**src/rtl/fp_pkg.sv**
```systemverilog
// Shared types for the fp24 floor/ceil/trunc rounding cluster.
// Format: sign[23], exp[22:15] (bias 127), mant[14:0].
package fp_pkg;

  localparam int FP_BIAS    = 127;
  localparam int FP_MANT_W  = 15;
  localparam int FP_INT_EXP = FP_BIAS + FP_MANT_W;

  typedef struct packed {
    logic                 sign;
    logic [7:0]           exp;
    logic [FP_MANT_W-1:0] mant;
  } fp24_t;

  typedef enum logic [1:0] {
    ROP_FLOOR,
    ROP_CEIL,
    ROP_TRUNC,
    ROP_RSVD
  } round_op_e;

  function automatic logic rounds_away(round_op_e op, logic sign);
    return (op == ROP_FLOOR && sign) || (op == ROP_CEIL && !sign);
  endfunction

endpackage

```
**src/rtl/fp_round_sched_if.sv**
```systemverilog
// Lane request bundle and tagged response port of the rounding scheduler.
// master = lanes/writeback side, slave = scheduler.
interface fp_round_sched_if #(
  parameter int NREQ  = 4,
  parameter int WIDTH = 24,
  parameter int IDW   = $clog2(NREQ)
);

  logic [NREQ-1:0]       req_valid_i;
  logic [NREQ-1:0]       req_ready_o;
  logic [2*NREQ-1:0]     req_op_i;
  logic [WIDTH*NREQ-1:0] req_data_i;
  logic                  rsp_valid_o;
  logic                  rsp_ready_i;
  logic [IDW-1:0]        rsp_id_o;
  logic [WIDTH-1:0]      rsp_data_o;

  modport master (
    output req_valid_i, req_op_i, req_data_i, rsp_ready_i,
    input  req_ready_o, rsp_valid_o, rsp_id_o, rsp_data_o
  );

  modport slave (
    input  req_valid_i, req_op_i, req_data_i, rsp_ready_i,
    output req_ready_o, rsp_valid_o, rsp_id_o, rsp_data_o
  );

endinterface

```
**src/rtl/fp_round_core.sv**
```systemverilog
// Combinational fp24 floor/ceil/trunc; reserved op behaves as trunc.
// Values with exp >= 142 (incl. inf/NaN) are already integral.
module fp_round_core
  import fp_pkg::*;
(
  input  fp24_t     i_a,
  input  round_op_e i_op,
  output fp24_t     o_y
);

  logic [3:0]           w_sh;
  logic [FP_MANT_W-1:0] w_mask;
  logic                 w_frac;
  logic                 w_up;
  logic                 w_zero;
  logic                 w_keep;
  logic                 w_tiny;
  logic [22:0]          w_field;
  logic [22:0]          w_sum;

  always_comb begin
    w_sh    = 4'(8'(FP_INT_EXP) - i_a.exp);
    w_mask  = (15'd1 << w_sh) - 15'd1;
    w_frac  = |(i_a.mant & w_mask);
    w_up    = rounds_away(i_op, i_a.sign);
    w_zero  = (i_a.exp == 8'd0) && (i_a.mant == '0);
    w_keep  = (i_a.exp >= 8'(FP_INT_EXP)) || w_zero;
    w_tiny  = (i_a.exp < 8'(FP_BIAS)) && !w_zero;
    w_field = {i_a.exp, i_a.mant} & ~{8'h00, w_mask};
    // carry out of the mantissa lands in the exponent on its own
    w_sum   = w_field + (23'd1 << w_sh);
  end

  always_comb begin
    o_y = i_a;
    unique case (1'b1)
      w_keep: o_y = i_a;
      w_tiny: begin
        unique case (i_op)
          ROP_FLOOR: o_y = i_a.sign ? fp24_t'(24'hBF8000)
                                    : fp24_t'(24'h000000);
          ROP_CEIL:  o_y = i_a.sign ? fp24_t'(24'h800000)
                                    : fp24_t'(24'h3F8000);
          default:   o_y = fp24_t'({i_a.sign, 23'd0});
        endcase
      end
      default: begin
        o_y = fp24_t'({i_a.sign,
                       (w_frac && w_up) ? w_sum : w_field});
      end
    endcase
  end

endmodule

```
**src/rtl/fp_round_sched.sv**
```systemverilog
// Round-robin share of one fp24 rounding datapath, 2-stage pipe.
// Optional perf counters under `define FP_ROUND_PERF_EN.
module fp_round_sched
  import fp_pkg::*;
#(
  parameter int NREQ  = 4,
  parameter int WIDTH = 24,
  parameter int IDW   = $clog2(NREQ)
) (
  input  logic             clk_i,
  input  logic             rst_i,
  fp_round_sched_if.slave  bus
`ifdef FP_ROUND_PERF_EN
  ,
  output logic [31:0]      perf_ops_o,
  output logic [31:0]      perf_stall_o
`endif
);

  logic      r_s1_v;
  fp24_t     r_s1_d;
  round_op_e r_s1_op;
  logic [IDW-1:0] r_s1_id;
  logic      r_s2_v;
  fp24_t     r_s2_d;
  logic [IDW-1:0] r_s2_id;
  logic [IDW-1:0] r_ptr;

  logic      w_consume;
  logic      w_s2_load;
  logic      w_accept;
  logic      w_found;
  logic      w_hs;
  logic [IDW-1:0] w_gnt_id;
  logic [IDW:0]   w_idx;
  round_op_e w_op;
  fp24_t     w_dat;
  fp24_t     w_rnd;

  assign w_consume = r_s2_v && bus.rsp_ready_i;
  assign w_s2_load = !r_s2_v || w_consume;
  assign w_accept  = !rst_i && (!r_s1_v || w_s2_load);

  always_comb begin
    w_found  = 1'b0;
    w_gnt_id = '0;
    w_idx    = '0;
    for (int i = 0; i < NREQ; i++) begin
      w_idx = {1'b0, r_ptr} + (IDW+1)'(i);
      if (w_idx >= (IDW+1)'(NREQ)) w_idx = w_idx - (IDW+1)'(NREQ);
      if (!w_found && bus.req_valid_i[w_idx[IDW-1:0]]) begin
        w_found  = 1'b1;
        w_gnt_id = w_idx[IDW-1:0];
      end
    end
  end

  assign w_hs = w_accept && w_found;
  assign bus.req_ready_o = w_hs ? (NREQ'(1) << w_gnt_id) : '0;

  always_comb begin
    w_op  = ROP_FLOOR;
    w_dat = '0;
    for (int i = 0; i < NREQ; i++) begin
      if (w_gnt_id == IDW'(i)) begin
        w_op  = round_op_e'(bus.req_op_i[2*i +: 2]);
        w_dat = fp24_t'(bus.req_data_i[WIDTH*i +: WIDTH]);
      end
    end
  end

  fp_round_core u_core (
    .i_a  (r_s1_d),
    .i_op (r_s1_op),
    .o_y  (w_rnd)
  );

  always_ff @(posedge clk_i or posedge rst_i) begin
    if (rst_i) begin
      r_s1_v  <= 1'b0;
      r_s1_d  <= '0;
      r_s1_op <= ROP_FLOOR;
      r_s1_id <= '0;
      r_s2_v  <= 1'b0;
      r_s2_d  <= '0;
      r_s2_id <= '0;
      r_ptr   <= '0;
    end else begin
      if (w_accept) begin
        r_s1_v <= w_hs;
        if (w_hs) begin
          r_s1_d  <= w_dat;
          r_s1_op <= w_op;
          r_s1_id <= w_gnt_id;
          r_ptr   <= (w_gnt_id == IDW'(NREQ-1)) ? '0
                                                : w_gnt_id + 1'b1;
        end
      end
      if (w_s2_load) begin
        r_s2_v <= r_s1_v;
        if (r_s1_v) begin
          r_s2_d  <= w_rnd;
          r_s2_id <= r_s1_id;
        end
      end
    end
  end

  assign bus.rsp_valid_o = r_s2_v;
  assign bus.rsp_id_o    = r_s2_id;
  assign bus.rsp_data_o  = WIDTH'(r_s2_d);

`ifdef FP_ROUND_PERF_EN
  logic [31:0] r_perf_ops;
  logic [31:0] r_perf_stall;

  always_ff @(posedge clk_i or posedge rst_i) begin
    if (rst_i) begin
      r_perf_ops   <= '0;
      r_perf_stall <= '0;
    end else begin
      if (w_consume) r_perf_ops <= r_perf_ops + 32'd1;
      if (r_s2_v && !bus.rsp_ready_i)
        r_perf_stall <= r_perf_stall + 32'd1;
    end
  end

  assign perf_ops_o   = r_perf_ops;
  assign perf_stall_o = r_perf_stall;
`endif

endmodule

```
**src/flat_wrapper.sv**
```systemverilog
// flat-port wrapper written by rule: the top's interface ports become plain ports
module fp_round_sched_flat import fp_pkg::*;
#(
  parameter int NREQ  = 4,
  parameter int WIDTH = 24,
  parameter int IDW   = $clog2(NREQ)
)
  (clk_i, rst_i, bus_req_valid_i, bus_req_op_i, bus_req_data_i, bus_rsp_ready_i, bus_req_ready_o, bus_rsp_valid_o, bus_rsp_id_o, bus_rsp_data_o);
  fp_round_sched_if #(.NREQ(NREQ), .WIDTH(WIDTH), .IDW(IDW)) bus_i ();
  input  logic clk_i;
  input  logic rst_i;
  input wire logic [$bits(bus_i.req_valid_i)-1:0] bus_req_valid_i;
  input wire logic [$bits(bus_i.req_op_i)-1:0] bus_req_op_i;
  input wire logic [$bits(bus_i.req_data_i)-1:0] bus_req_data_i;
  input wire logic [$bits(bus_i.rsp_ready_i)-1:0] bus_rsp_ready_i;
  output wire logic [$bits(bus_i.req_ready_o)-1:0] bus_req_ready_o;
  output wire logic [$bits(bus_i.rsp_valid_o)-1:0] bus_rsp_valid_o;
  output wire logic [$bits(bus_i.rsp_id_o)-1:0] bus_rsp_id_o;
  output wire logic [$bits(bus_i.rsp_data_o)-1:0] bus_rsp_data_o;
  assign bus_i.req_valid_i = bus_req_valid_i;
  assign bus_i.req_op_i = bus_req_op_i;
  assign bus_i.req_data_i = bus_req_data_i;
  assign bus_i.rsp_ready_i = bus_rsp_ready_i;
  assign bus_req_ready_o = bus_i.req_ready_o;
  assign bus_rsp_valid_o = bus_i.rsp_valid_o;
  assign bus_rsp_id_o = bus_i.rsp_id_o;
  assign bus_rsp_data_o = bus_i.rsp_data_o;
  fp_round_sched #(.NREQ(NREQ), .WIDTH(WIDTH), .IDW(IDW)) u_core (.clk_i(clk_i), .rst_i(rst_i), .bus(bus_i));
endmodule
```
**config.mk**
```make
export PLATFORM = sky130hd
export DESIGN_NAME = fp_round_sched_flat
export DESIGN_NICKNAME = d
export VERILOG_FILES = /design/src/rtl/fp_pkg.sv /design/src/rtl/fp_round_sched_if.sv /design/src/rtl/fp_round_core.sv /design/src/rtl/fp_round_sched.sv /design/src/flat_wrapper.sv
export SDC_FILE = /design/constraint.sdc
export NUM_CORES = 1
export LEC_CHECK = 0
export BUFFER_PORTS_ARGS = -buffer_cell sky130_fd_sc_hd__buf_2
export CORE_ASPECT_RATIO = 0.9
export CORE_MARGIN = 2
export CORE_UTILIZATION = 59
export CTS_CLUSTER_DIAMETER = 60
export DETAILED_ROUTE_END_ITERATION = 16
export MAX_ROUTING_LAYER = met4
export PLACE_DENSITY = 0.95
export SLEW_MARGIN = 20
export SYNTH_ARGS = -nofsm -noshare
export SYNTH_HDL_FRONTEND = slang
export SYNTH_SLANG_ARGS = --single-unit
export TNS_END_PERCENT = 10
```
**constraint.sdc**
```tcl
create_clock -name clk_i -period 8 [get_ports clk_i]
set_input_delay 0.4 -clock clk_i [delete_from_list [all_inputs] [get_ports clk_i]]
set_output_delay 0.4 -clock clk_i [all_outputs]
set_load 0.02 [all_outputs]
```
==> results.env, run 1 <==
SYNTH_TOP_FAMILY_BY_AREA='simple AND/OR/NAND/NOR gates'
GR-USAGE-MET3_PCT=8.134
FINALCRITPERIODSHARE_PCT=58.50
COMBPWRFRAC_PCT=60.5
BUSIEST_LAYER='met2'
STATUS='finished, final reports clean'
CRITICAL_PATH.MAX_STAGE_DELAY_NS=1.09
GLOBAL_ROUTE_TRACK_USAGE_ON_MET1_PCT=47.23
SYNTH_FP_NETS=903
N_ANTENNA_CELL=0
SYNTH_TOP_AREA_SHARE_PCT=26.72
INTERNAL_POWER_mW=1.114
GRT_USE_TOTAL_PCT=36.15
CTS-ROOT-BUF='sky130_fd_sc_hd__clkbuf_8'
PLACE.GP.CONGESTION=1.046
SETUP.WORST_PATH.CLASS='reg -> reg'
SYNTHTOPCELLSBYCOUNT='sky130_fd_sc_hd__nor2_1, sky130_fd_sc_hd__a21oi_1, sky130_fd_sc_hd__nand2_1, sky130_fd_sc_hd__dfrtp_1, sky130_fd_sc_hd__clkbuf_1'
FLOORPLAN.DIE_AREA_UM2=9990
FINAL_DESIGN_AREA_NO_FILL_UM2=6349
WORSTPATHREQUIRED_NS=8.27
HOLD_VIOL=0
SYNTH_EDF_COUNT=0
SYNTH-SIMPLE-AREA-SHARE_PCT=30.02
GRT_FIRST_PASS_WIRELENGTH_UM=27990
ANTENNA_FOUND_INITIAL=0
NUMCLOCKSINKS=58
FLOORPLAN.DIE.WIDTH_UM=105.1
SEQUENTIAL_SHARE_OF_THE_SYNTHESIZED_AREA_PCT=26.72
SYNTHESIS.AREA_UM2=5431
CTS.REPAIR.RESIZED=0
SYNTH_ASYNC_SR_FLOP_SHARE_PCT=100.0
FINALHOLDWORSTSLACK_NS=0.2622
CLOCK_LATENCY_NS=0.35
FMAXACHIEVABLE_MHz=213.7
DR.PASS1.ITERS=6
PLACEMENT.CELL_AREA_UM2=6120
SETUP_TNS_NS=0
DRT_ITER0_MARKERS=802
WORST-PATH-MAX-FANOUT=36
TIMING.CRITICAL_PATH.SLOWEST_STAGE_CELL='sky130_fd_sc_hd__dfrtp_1'
MAX_CAPACITANCE_VIOLATION_TOTAL=0
CRITICAL_PATH.N_BUFFERS_INVERTERS=2
WORSTHOLDPATHTYPE='in -> async'
ANT_NETS=0
BUFFERS_INSERTED_DURING_POST_CTS_SETUP_OPTIMIZATION=0
CTS-HOLD-FIX-BUFFERS=0
SHARE_CLK_OF_TOTAL_POWER_PCT=14.0
NUM_VIAS=6190
GRT_MAX_DEGREE=62
GROUTE.LAYER.MET2.USAGE_PCT=55.52
CP-START-KIND='flip-flop'
NUM-NETS-FINAL=1008
NET-SWITCHING-POWER_mW=1.197
WORST_PATH_DOMINANT_CELL_FAMILY='simple AND/OR/NAND/NOR gates'
FINAL.SETUP_SKEW_NS=0.009984
YOSYS.CELL_TYPES.COUNT=79
CTS_BUFFERS=9
SLEW-LIMIT-HEADROOM_PCT=25.28
SYNTH_LARGEST_AREA_CELL='sky130_fd_sc_hd__dfrtp_1'
RSZ0062_AT_GRT='no'
PATH_COMMON_CELL='sky130_fd_sc_hd__a21oi_1'
POWER.LEAKAGE_nW=3.034
SYNTH_TOP_CELLS_BY_AREA='sky130_fd_sc_hd__dfrtp_1, sky130_fd_sc_hd__a21oi_1, sky130_fd_sc_hd__nor2_1'
SYNTH_XOR_XNOR_AREA_SHARE_PCT=1.935
SYN-INSTANCE-COUNT=776
YOSYS_WARNINGS=0
VIASPERCELL=6.141
AREA_DELTA_SYNTH_FINAL_PCT=16.89
ROUTED_WIRELENGTH_UM=17030
POST_SYNTH.CELL_AREA_AVG_UM2=6.999
SYNTH-COMPOUND-AREA-SHARE_PCT=28.91
CRIT_PATH_CELL_TRACE='and4b_1, inv_1, ha_1, buf_4, or3_1, a21oi_1, nor3b_1, ha_1, a21oi_1, nand2_1, or2_2, a2111oi_2, nor3_2, a41oi_2, o32ai_1, a21oi_1'
CORE-AREA_UM2=9042
SYNTH_MOST_COMMON_CELL='sky130_fd_sc_hd__nor2_1'
HTREE_LEVELS=3
ARRIVAL_NS=4.95
SYNTH_MUX_AREA_SHARE_PCT=2.142
DRIVE_ABOVE_1_SHARE_PCT=21.78
ROUTEDWLPERCELL_UM=16.90
GRT_PASS1_VIAS=5759
SW_RATIO_PCT=51.79
FINAL.MIN_CLOCK_PERIOD_NS=4.680
DIE_HEIGHT_UM=95.03
FILLER_CELL_COUNT=789
CAPTURING_ELEMENT_TYPE_OF_THE_CRITICAL_PATH='flip-flop'
POSTSYNTH.TOPFLOPCELL='sky130_fd_sc_hd__dfrtp_1'
P_TOTAL_mW=2.312
PORTBUFFERS=141
GRT-OVFL-TOTAL=0
TRITONCTS='yes'
SEQ_POWER_SHARE_PCT=25.6
DP.FINAL_HPWL_UM=12400
SYNTH_SEQ_CELLS=58
STD_CELL_ROWS=33
MAX-CLOCK-PATH-BUFFERS=2
DRCVIOLATIONCOUNT=0
TIMING.FINAL.MAX_SLEW_VIOLATIONS=0
PWR_DENSITY_CELL_nW_PER_UM2=364.1
WORST_MARGIN_PIN_SLEW_NS=1.121
NUM_IO_PINS=142
INITIAL_CORE_UTILIZATION_PCT=60.07
CLKSLEWWORSTSETUPHOLDPATHS_NS=0.07
SYNTH_ADDER_AREA_SHARE_PCT=3.686
VDD_IR_DROP_MAX_uV=216.7
FINALSETUPVIOLCOUNT=0
==> logic make-up after synthesis <==
logic type,Yosys count
muxes,11
buffers and inverters,81
xor gates and xnor gates,12
adders and majority gates,16
and+or+nand+nor,345
DFF,58
AOI/OAI and AO/OA,253
==> metal layers <==
metal / vias to the layer above / wire, um
met5: - / 0
li1: 2966 / -
met3: 56 / 1797
met1: 2804 / 7049
met2: 364 / 7697
met4: 0 / 487
==> sequential cells by signal, summed over array words and instances (netlist names) <==
| signal | cells |
|---|---|
| u_core.bus.rsp_data_o | 24 |
| u_core.r_ptr | 2 |
| u_core.r_s1_op | 2 |
| u_core.r_s1_d | 24 |
| u_core.bus.rsp_valid_o | 1 |
| u_core.r_s1_id | 2 |
| u_core.bus.rsp_id_o | 2 |
| u_core.r_s1_v | 1 |
==> power groups by stage <==
stage	Combinational (mW)	Clock (mW)	Sequential, mW
3_5_place_dp	1.36	0	0.581
2_1_floorplan	1.04	0	0.563
4_1_cts	1.37	0.325	0.578
3_3_place_gp	1.34	0	0.579
6_report	1.40	0.323	0.591
5_1_grt	1.55	0.336	0.602
==> worst paths after layout <==
| kind | start | to | slack [ns] | depth (start not counted) |
|---|---|---|---|---|
| min | rst_i | u_core.r_ptr[0] | 0.26 | 3 |
| min reg2reg | u_core.bus.rsp_data_o[0] | u_core.bus.rsp_data_o[0] | 0.48 | 2 |
| min in group clk_i | rst_i | u_core.r_s1_v | 0.33 | 3 |
| max in group asynchronous | rst_i | u_core.bus.rsp_data_o[20] | 7.24 | 3 |
| max reg2reg | u_core.r_s1_d[16] | u_core.bus.rsp_data_o[19] | 3.32 | 16 |
| max | u_core.r_s1_d[16] | u_core.bus.rsp_data_o[19] | 3.32 | 16 |
==> through the flow <==
step | std cells | setup WS (ns) | util, %
detailed placement | 992 | 3.485 | 67.68
finish | 1008 | 3.320 | 70.21
floorplan | 776 | 4.235 | -
global placement | 992 | 3.659 | 67.68
global route | 1008 | 2.999 | 70.21
CTS | 1008 | 3.439 | 70.21
==> worst min-delay path, stage by stage <==
cell and delay [ns]:
sky130_fd_sc_hd__buf_2 0.11, sky130_fd_sc_hd__inv_2 0.04, sky130_fd_sc_hd__buf_4 0.58
==> cell usage in the layout (no fill, tap or decap), types with 13 or more instances in the layout <==
cell,n
sky130_fd_sc_hd__o21ai_0,29
sky130_fd_sc_hd__nand2_1,89
sky130_fd_sc_hd__inv_1,20
sky130_fd_sc_hd__and3_1,13
sky130_fd_sc_hd__a31oi_1,18
sky130_fd_sc_hd__buf_2,141
sky130_fd_sc_hd__a21oi_1,125
sky130_fd_sc_hd__buf_4,13
sky130_fd_sc_hd__ha_1,16
sky130_fd_sc_hd__dfrtp_1,58
sky130_fd_sc_hd__nand3_1,15
sky130_fd_sc_hd__nor2_1,146
==> cell type report <==
cell class | count | area, um^2 | share of cell area [%]
inverter | 21 | 78.83 | 1.242
sequential | 58 | 1451 | 22.86
clock buffer | 12 | 155.1 | 2.444
tap | 122 | 152.6 | 2.404
multi-input combinational | 637 | 3633 | 57.23
timing repair buffer | 154 | 803.3 | 12.65
clock inverter | 4 | 73.82 | 1.163
(Power assumes the default switching activity.)
==> run 2, diff against run 1 <==
Settings changed: CORE_UTILIZATION 59 to 55, PLACE_DENSITY 0.95 to 0.94.
Clock period 8 ns to 4.35 ns, I/O delays scaled along.
==> results.env, run 2 (synthesized netlist as in run 1, its figures left out) <==
STATUS='finished, final reports clean'
FINAL.SETUP_SKEW_NS=0.01239
CRITICAL_PATH_CELL_COUNT=15
ARRIVAL_NS=4.35
CRIT_PATH_CELL_TRACE='and4b_1, inv_1, ha_1, or3_1, o21ai_0, a21oi_1, ha_1, a21oi_1, nand2_1, or2_2, a2111oi_2, nor3_2, a41oi_2, o32ai_1, a21oi_1'
POWER.LEAKAGE_nW=3.023
CTS-HOLD-FIX-BUFFERS=0
LAUNCH_POINT_OF_THE_CRITICAL_PATH='u_core.r_s1_d[17]'
GRT-OVFL-TOTAL=0
RR_ENDPOINT='u_core.bus.rsp_data_o[20]'
FINAL.MIN_CLOCK_PERIOD_NS=4.090
SW_RATIO_PCT=52.91
FLOORPLAN.DIE.WIDTH_UM=108.8
CRITICAL_PATH.N_BUFFERS_INVERTERS=1
NUMCLOCKSINKS=58
NUM-NETS-FINAL=1009
CORE-AREA_UM2=9657
CTS-ROOT-BUF='sky130_fd_sc_hd__clkbuf_8'
DP.FINAL_HPWL_UM=13170
HTREE_LEVELS=3
NUM_IO_PINS=142
INITIAL_CORE_UTILIZATION_PCT=56.25
WORST-PATH-MAX-FANOUT=11
WORST_PATH_DOMINANT_CELL_FAMILY='compound AO/OA/AOI/OAI gates'
VDD_IR_DROP_MAX_uV=434.1
NET-SWITCHING-POWER_mW=2.238
MAX_CAPACITANCE_VIOLATION_TOTAL=0
MAX-CLOCK-PATH-BUFFERS=2
PATH_COMMON_CELL='sky130_fd_sc_hd__a21oi_1'
ROUTEDWLPERCELL_UM=17.37
GRT_FIRST_PASS_WIRELENGTH_UM=29010
INTERNAL_POWER_mW=1.992
AREA_DELTA_SYNTH_FINAL_PCT=16.59
WORST_MARGIN_PIN_SLEW_NS=1.034
SEQ_POWER_SHARE_PCT=25.0
R2R_SETUP_SLACK_NS=0.26
DIE_HEIGHT_UM=98.28
GRT_MAX_DEGREE=59
COMBPWRFRAC_PCT=62.8
TRITONCTS='yes'
FMAXACHIEVABLE_MHz=244.5
SLEW-LIMIT-HEADROOM_PCT=31.05
DRT_ITER0_MARKERS=688
FLOORPLAN.DIE_AREA_UM2=10690
TIMING.CRITICAL_PATH.SLOWEST_STAGE_CELL='sky130_fd_sc_hd__dfrtp_1'
DRCVIOLATIONCOUNT=0
N_ANTENNA_CELL=0
CAPTURING_ELEMENT_TYPE_OF_THE_CRITICAL_PATH='flip-flop'
MOSTFREQUENTLAYOUTCELLS='sky130_fd_sc_hd__nor2_1, sky130_fd_sc_hd__buf_2, sky130_fd_sc_hd__a21oi_1'
CLOCK_LATENCY_NS=0.36
RSZ0062_AT_GRT='no'
PWR_DENSITY_CELL_nW_PER_UM2=668.1
NUM_VIAS=6301
DRIVE_ABOVE_1_SHARE_PCT=21.87
GRT_USE_TOTAL_PCT=35.46
VIASPERCELL=6.220
SETUP_TNS_NS=0
CLKSLEWWORSTSETUPHOLDPATHS_NS=0.07
BUFFERS_INSERTED_DURING_POST_CTS_SETUP_OPTIMIZATION=0
SHARE_CLK_OF_TOTAL_POWER_PCT=12.2
SETUP.WORST_PATH.CLASS='reg -> reg'
GRT_PASS1_VIAS=5951
STD_CELL_ROWS=34
ANT_NETS=0
CTS.REPAIR.RESIZED=0
WORSTHOLDPATHTYPE='in -> async'
PORTBUFFERS=141
PLACE.GP.CONGESTION=1.047
ANTENNA_FOUND_INITIAL=0
RR_STARTPOINT='u_core.r_s1_d[17]'
CP-START-KIND='flip-flop'
TIMING.FINAL.MAX_SLEW_VIOLATIONS=0
CTS_BUFFERS=9
FINALHOLDWORSTSLACK_NS=0.08850
CRITICAL_PATH.MAX_STAGE_DELAY_NS=0.52
FINALCRITPERIODSHARE_PCT=94.01
PATH_DEPTH_OF_THE_WORST_REG2REG_PATH=15
ROUTED_WIRELENGTH_UM=17590
CRIT_END='u_core.bus.rsp_data_o[20]'
WORSTPATHREQUIRED_NS=4.61
HOLD_VIOL=0
DR.PASS1.ITERS=6
FINALSETUPVIOLCOUNT=0
LAYOUT.CELLS.MOST_COMMON='sky130_fd_sc_hd__nor2_1'
==> run 2: changes by cell type in the layout (fill, tap and decap cells not counted), sizes merged <==
cell / delta
buf: +1
bufinv: -1
clkinvlp: +1
==> run 2: metal layers <==
metal  up-vias  share of wire (%)  wire (um)  global-route usage, %
li1       2966                  -          -                      -
met4         0                4.3        762                  14.79
met5         -                  0          0                      -
met3        89                 11       1873                  7.410
met2       386                 45       7993                  53.41
met1      2860                 40       6963                  46.27
==> run 2: worst min-delay path by stage <==
stage	from	to
6_report	rst_i	u_core.r_ptr[0]
5_1_grt	bus_req_data_i[92]	u_core.r_s1_d[20]
4_1_cts	rst_i	u_core.r_ptr[0]
3_5_place_dp	u_core.bus.rsp_data_o[0]	u_core.bus.rsp_data_o[0]
3_3_place_gp	u_core.bus.rsp_data_o[0]	u_core.bus.rsp_data_o[0]
2_1_floorplan	bus_req_valid_i[3]	u_core.r_s1_v
==> run 2: final cells by class <==
class / count / area (um^2)
clock buffers: 12 / 145.1
clock inverters: 4 / 51.30
fillers: 825 / 3324
inverters: 21 / 78.83
multi-input cells: 637 / 3637
flip-flops and latches: 58 / 1451
well taps: 126 / 157.7
repair buffers: 155 / 810.8
==> run 2: power groups by stage <==
stage	Clock (mW)	Combinational (mW)	Sequential [mW]
after global routing	0.536	2.92	1.07
final	0.518	2.66	1.06
after global placement	0	2.52	1.03
after CTS	0.515	2.60	1.03
after detailed placement	0	2.58	1.04
after floorplan	0	1.90	1.04
==> run 2: worst reg2reg max path: stages (launching register included) <==
cell and delay [ns]:
sky130_fd_sc_hd__dfrtp_1 0.52, sky130_fd_sc_hd__and4b_1 0.32, sky130_fd_sc_hd__inv_1 0.06, sky130_fd_sc_hd__ha_1 0.29, sky130_fd_sc_hd__or3_1 0.39, sky130_fd_sc_hd__o21ai_0 0.20, sky130_fd_sc_hd__a21oi_1 0.08, sky130_fd_sc_hd__ha_1 0.34
sky130_fd_sc_hd__a21oi_1 0.26, sky130_fd_sc_hd__nand2_1 0.10, sky130_fd_sc_hd__or2_2 0.33, sky130_fd_sc_hd__a2111oi_2 0.34, sky130_fd_sc_hd__nor3_2 0.14, sky130_fd_sc_hd__a41oi_2 0.26, sky130_fd_sc_hd__o32ai_1 0.16, sky130_fd_sc_hd__a21oi_1 0.19
==> run 2: through the flow <==
step                      std cells  util [%]  total power [mW]  worst slack [ns]  cell area (um^2)
after CTS                      1013     65.57             4.151            0.3366              6332
after global placement          997     63.54             3.553            0.5834              6136
after global routing           1013     65.57             4.528          0.009390              6332
final                          1013     65.57             4.230            0.2605              6332
after floorplan                 776         -             2.940            0.5849              5431
after detailed placement        997     63.54             3.621            0.4264              6136
==> run 3, diff against run 2 <==
Settings changed: PLACE_DENSITY 0.94 to 0.83.
==> results.env, run 3 (synthesized netlist as in run 1, its figures left out) <==
CP-START-KIND='flip-flop'
CLKSLEWWORSTSETUPHOLDPATHS_NS=0.08
CTS.REPAIR.RESIZED=0
CTS-ROOT-BUF='sky130_fd_sc_hd__clkbuf_8'
RR_ENDPOINT='u_core.bus.rsp_data_o[20]'
HTREE_LEVELS=3
GRT-OVFL-TOTAL=0
CRITICAL_PATH.N_BUFFERS_INVERTERS=1
CTS-HOLD-FIX-BUFFERS=0
SETUP.WORST_PATH.CLASS='reg -> reg'
RR_STARTPOINT='u_core.r_s1_d[17]'
ANTENNA_FOUND_INITIAL=0
PWR_DENSITY_CELL_nW_PER_UM2=660.9
POWER.LEAKAGE_nW=3.029
VDD_IR_DROP_MAX_uV=410.8
PATH_DEPTH_OF_THE_WORST_REG2REG_PATH=15
AREA_DELTA_SYNTH_FINAL_PCT=16.91
ARRIVAL_NS=4.28
PLACE.DETAILED.INSTANCES=1000
TIMING.FINAL.MAX_SLEW_VIOLATIONS=0
GRT_USE_TOTAL_PCT=34.73
TIMING.CRITICAL_PATH.SLOWEST_STAGE_CELL='sky130_fd_sc_hd__dfrtp_1'
GRT_PASS1_VIAS=5795
PORTBUFFERS=141
ROUTED_WIRELENGTH_UM=17360
BUFFERS_INSERTED_DURING_POST_CTS_SETUP_OPTIMIZATION=0
DRCVIOLATIONCOUNT=0
ANT_NETS=0
TRITONCTS='yes'
PLACEMENT.CELL_AREA_UM2=6155
FLOORPLAN.DIE_AREA_UM2=10690
WORST-PATH-MAX-FANOUT=25
COMBPWRFRAC_PCT=63.4
STD_CELL_ROWS=34
WORST_PATH_DOMINANT_CELL_FAMILY='compound AO/OA/AOI/OAI gates'
PATH_COMMON_CELL='sky130_fd_sc_hd__a21oi_1'
CRITICAL_PATH.MAX_STAGE_DELAY_NS=0.41
SW_RATIO_PCT=52.71
INITIAL_CORE_UTILIZATION_PCT=56.25
GRT_FIRST_PASS_WIRELENGTH_UM=28460
DRT_ITER0_MARKERS=640
SEQ_POWER_SHARE_PCT=24.7
NUM_IO_PINS=142
DR.PASS1.ITERS=6
SLEW-LIMIT-HEADROOM_PCT=24.09
CAPTURING_ELEMENT_TYPE_OF_THE_CRITICAL_PATH='flip-flop'
GRT_MAX_DEGREE=59
NUM-NETS-FINAL=1012
PLACE.GP.CONGESTION=0.9949
ROUTEDWLPERCELL_UM=17.08
INTERNAL_POWER_mW=1.985
FINALCRITPERIODSHARE_PCT=92.22
CTS_BUFFERS=9
FINAL.SETUP_SKEW_NS=0.01064
FINAL.MIN_CLOCK_PERIOD_NS=4.012
NUMCLOCKSINKS=58
DRIVE_ABOVE_1_SHARE_PCT=22.13
WORSTPATHREQUIRED_NS=4.62
STATUS='finished, final reports clean'
RSZ0062_AT_GRT='no'
FLOORPLAN.DIE.WIDTH_UM=108.8
MAX-CLOCK-PATH-BUFFERS=2
N_ANTENNA_CELL=0
MAX_CAPACITANCE_VIOLATION_TOTAL=0
FINAL_DESIGN_AREA_NO_FILL_UM2=6350
DIE_HEIGHT_UM=98.28
STDCELL_COUNT=1016
CRIT_PATH_CELL_TRACE='buf_4, nand4b_2, ha_1, or3_1, a21oi_1, nor3b_1, ha_1, a21oi_1, nand2_1, or2_2, a2111oi_2, nor3_2, a41oi_2, o32ai_1, a21oi_1'
VIASPERCELL=6.091
HOLD_VIOL=0
FMAXACHIEVABLE_MHz=249.3
DP.FINAL_HPWL_UM=12990
LAYOUT.CELLS.MOST_COMMON='sky130_fd_sc_hd__nor2_1'
CLOCK_LATENCY_NS=0.35
WORSTHOLDPATHTYPE='in -> async'
FINALSETUPVIOLCOUNT=0
R2R_SETUP_SLACK_NS=0.34
FINALHOLDWORSTSLACK_NS=0.07068
NET-SWITCHING-POWER_mW=2.212
SETUP_TNS_NS=0
CORE-AREA_UM2=9657
NUM_VIAS=6188
WORST_MARGIN_PIN_SLEW_NS=1.139
MOSTFREQUENTLAYOUTCELLS='sky130_fd_sc_hd__nor2_1, sky130_fd_sc_hd__buf_2, sky130_fd_sc_hd__a21oi_1'
SHARE_CLK_OF_TOTAL_POWER_PCT=11.9
==> run 3: worst max-delay path by stage <==
| stage | start | end | slack [ns] | cells past startpoint |
|---|---|---|---|---|
| 6_report | u_core.r_s1_d[17] | u_core.bus.rsp_data_o[20] | 0.34 | 15 |
| 5_1_grt | u_core.r_s1_d[17] | u_core.bus.rsp_data_o[20] | 0.10 | 15 |
| 4_1_cts | u_core.r_s1_d[16] | u_core.bus.rsp_data_o[20] | 0.42 | 15 |
| 3_5_place_dp | u_core.r_s1_d[17] | u_core.bus.rsp_data_o[20] | 0.49 | 15 |
| 3_3_place_gp | u_core.r_s1_d[16] | u_core.bus.rsp_data_o[21] | 0.66 | 15 |
| 2_1_floorplan | u_core.r_s1_d[15] | u_core.bus.rsp_data_o[15] | 0.58 | 17 |
==> run 3: per-stage QoR <==
step	worst slack, ns	util (%)	power, mW
6_report	0.3383	65.76	4.197
3_3_place_gp	0.6641	63.73	3.586
2_1_floorplan	0.5849	-	2.940
5_1_grt	0.1027	65.76	4.517
3_5_place_dp	0.4862	63.73	3.618
4_1_cts	0.4235	65.76	4.136
==> run 3: layout make-up <==
class	count	area, um^2
Multi-Input combinational cell	637	3633
Fill cell	868	3307
Sequential cell	58	1451
Timing Repair Buffer	158	833.3
Tap cell	126	157.7
Clock buffer	10	127.6
Inverter	21	78.83
Clock inverter	6	67.56
==> run 3: per-layer routing <==
metal  up-vias  GRT usage, %  routed length (um)
met5         -             -                   0
met4         0         11.74                 429
met3        52         10.41                1983
met2       341         50.58                7736
met1      2815         45.99                7204
li1       2980             -                   -
==> run 3: power by group through the flow <==
stage / clock [mW] / sequential, mW / combinational [mW]
finish: 0.501 / 1.04 / 2.66
floorplan: 0 / 1.04 / 1.90
detailed placement: 0 / 1.03 / 2.59
global route: 0.530 / 1.06 / 2.93
CTS: 0.506 / 1.02 / 2.61
global placement: 0 / 1.03 / 2.56
==> run 3: worst min-delay path: stages <==
cell and delay, ns:
sky130_fd_sc_hd__buf_2 0.11, sky130_fd_sc_hd__inv_2 0.05, sky130_fd_sc_hd__buf_4 0.56
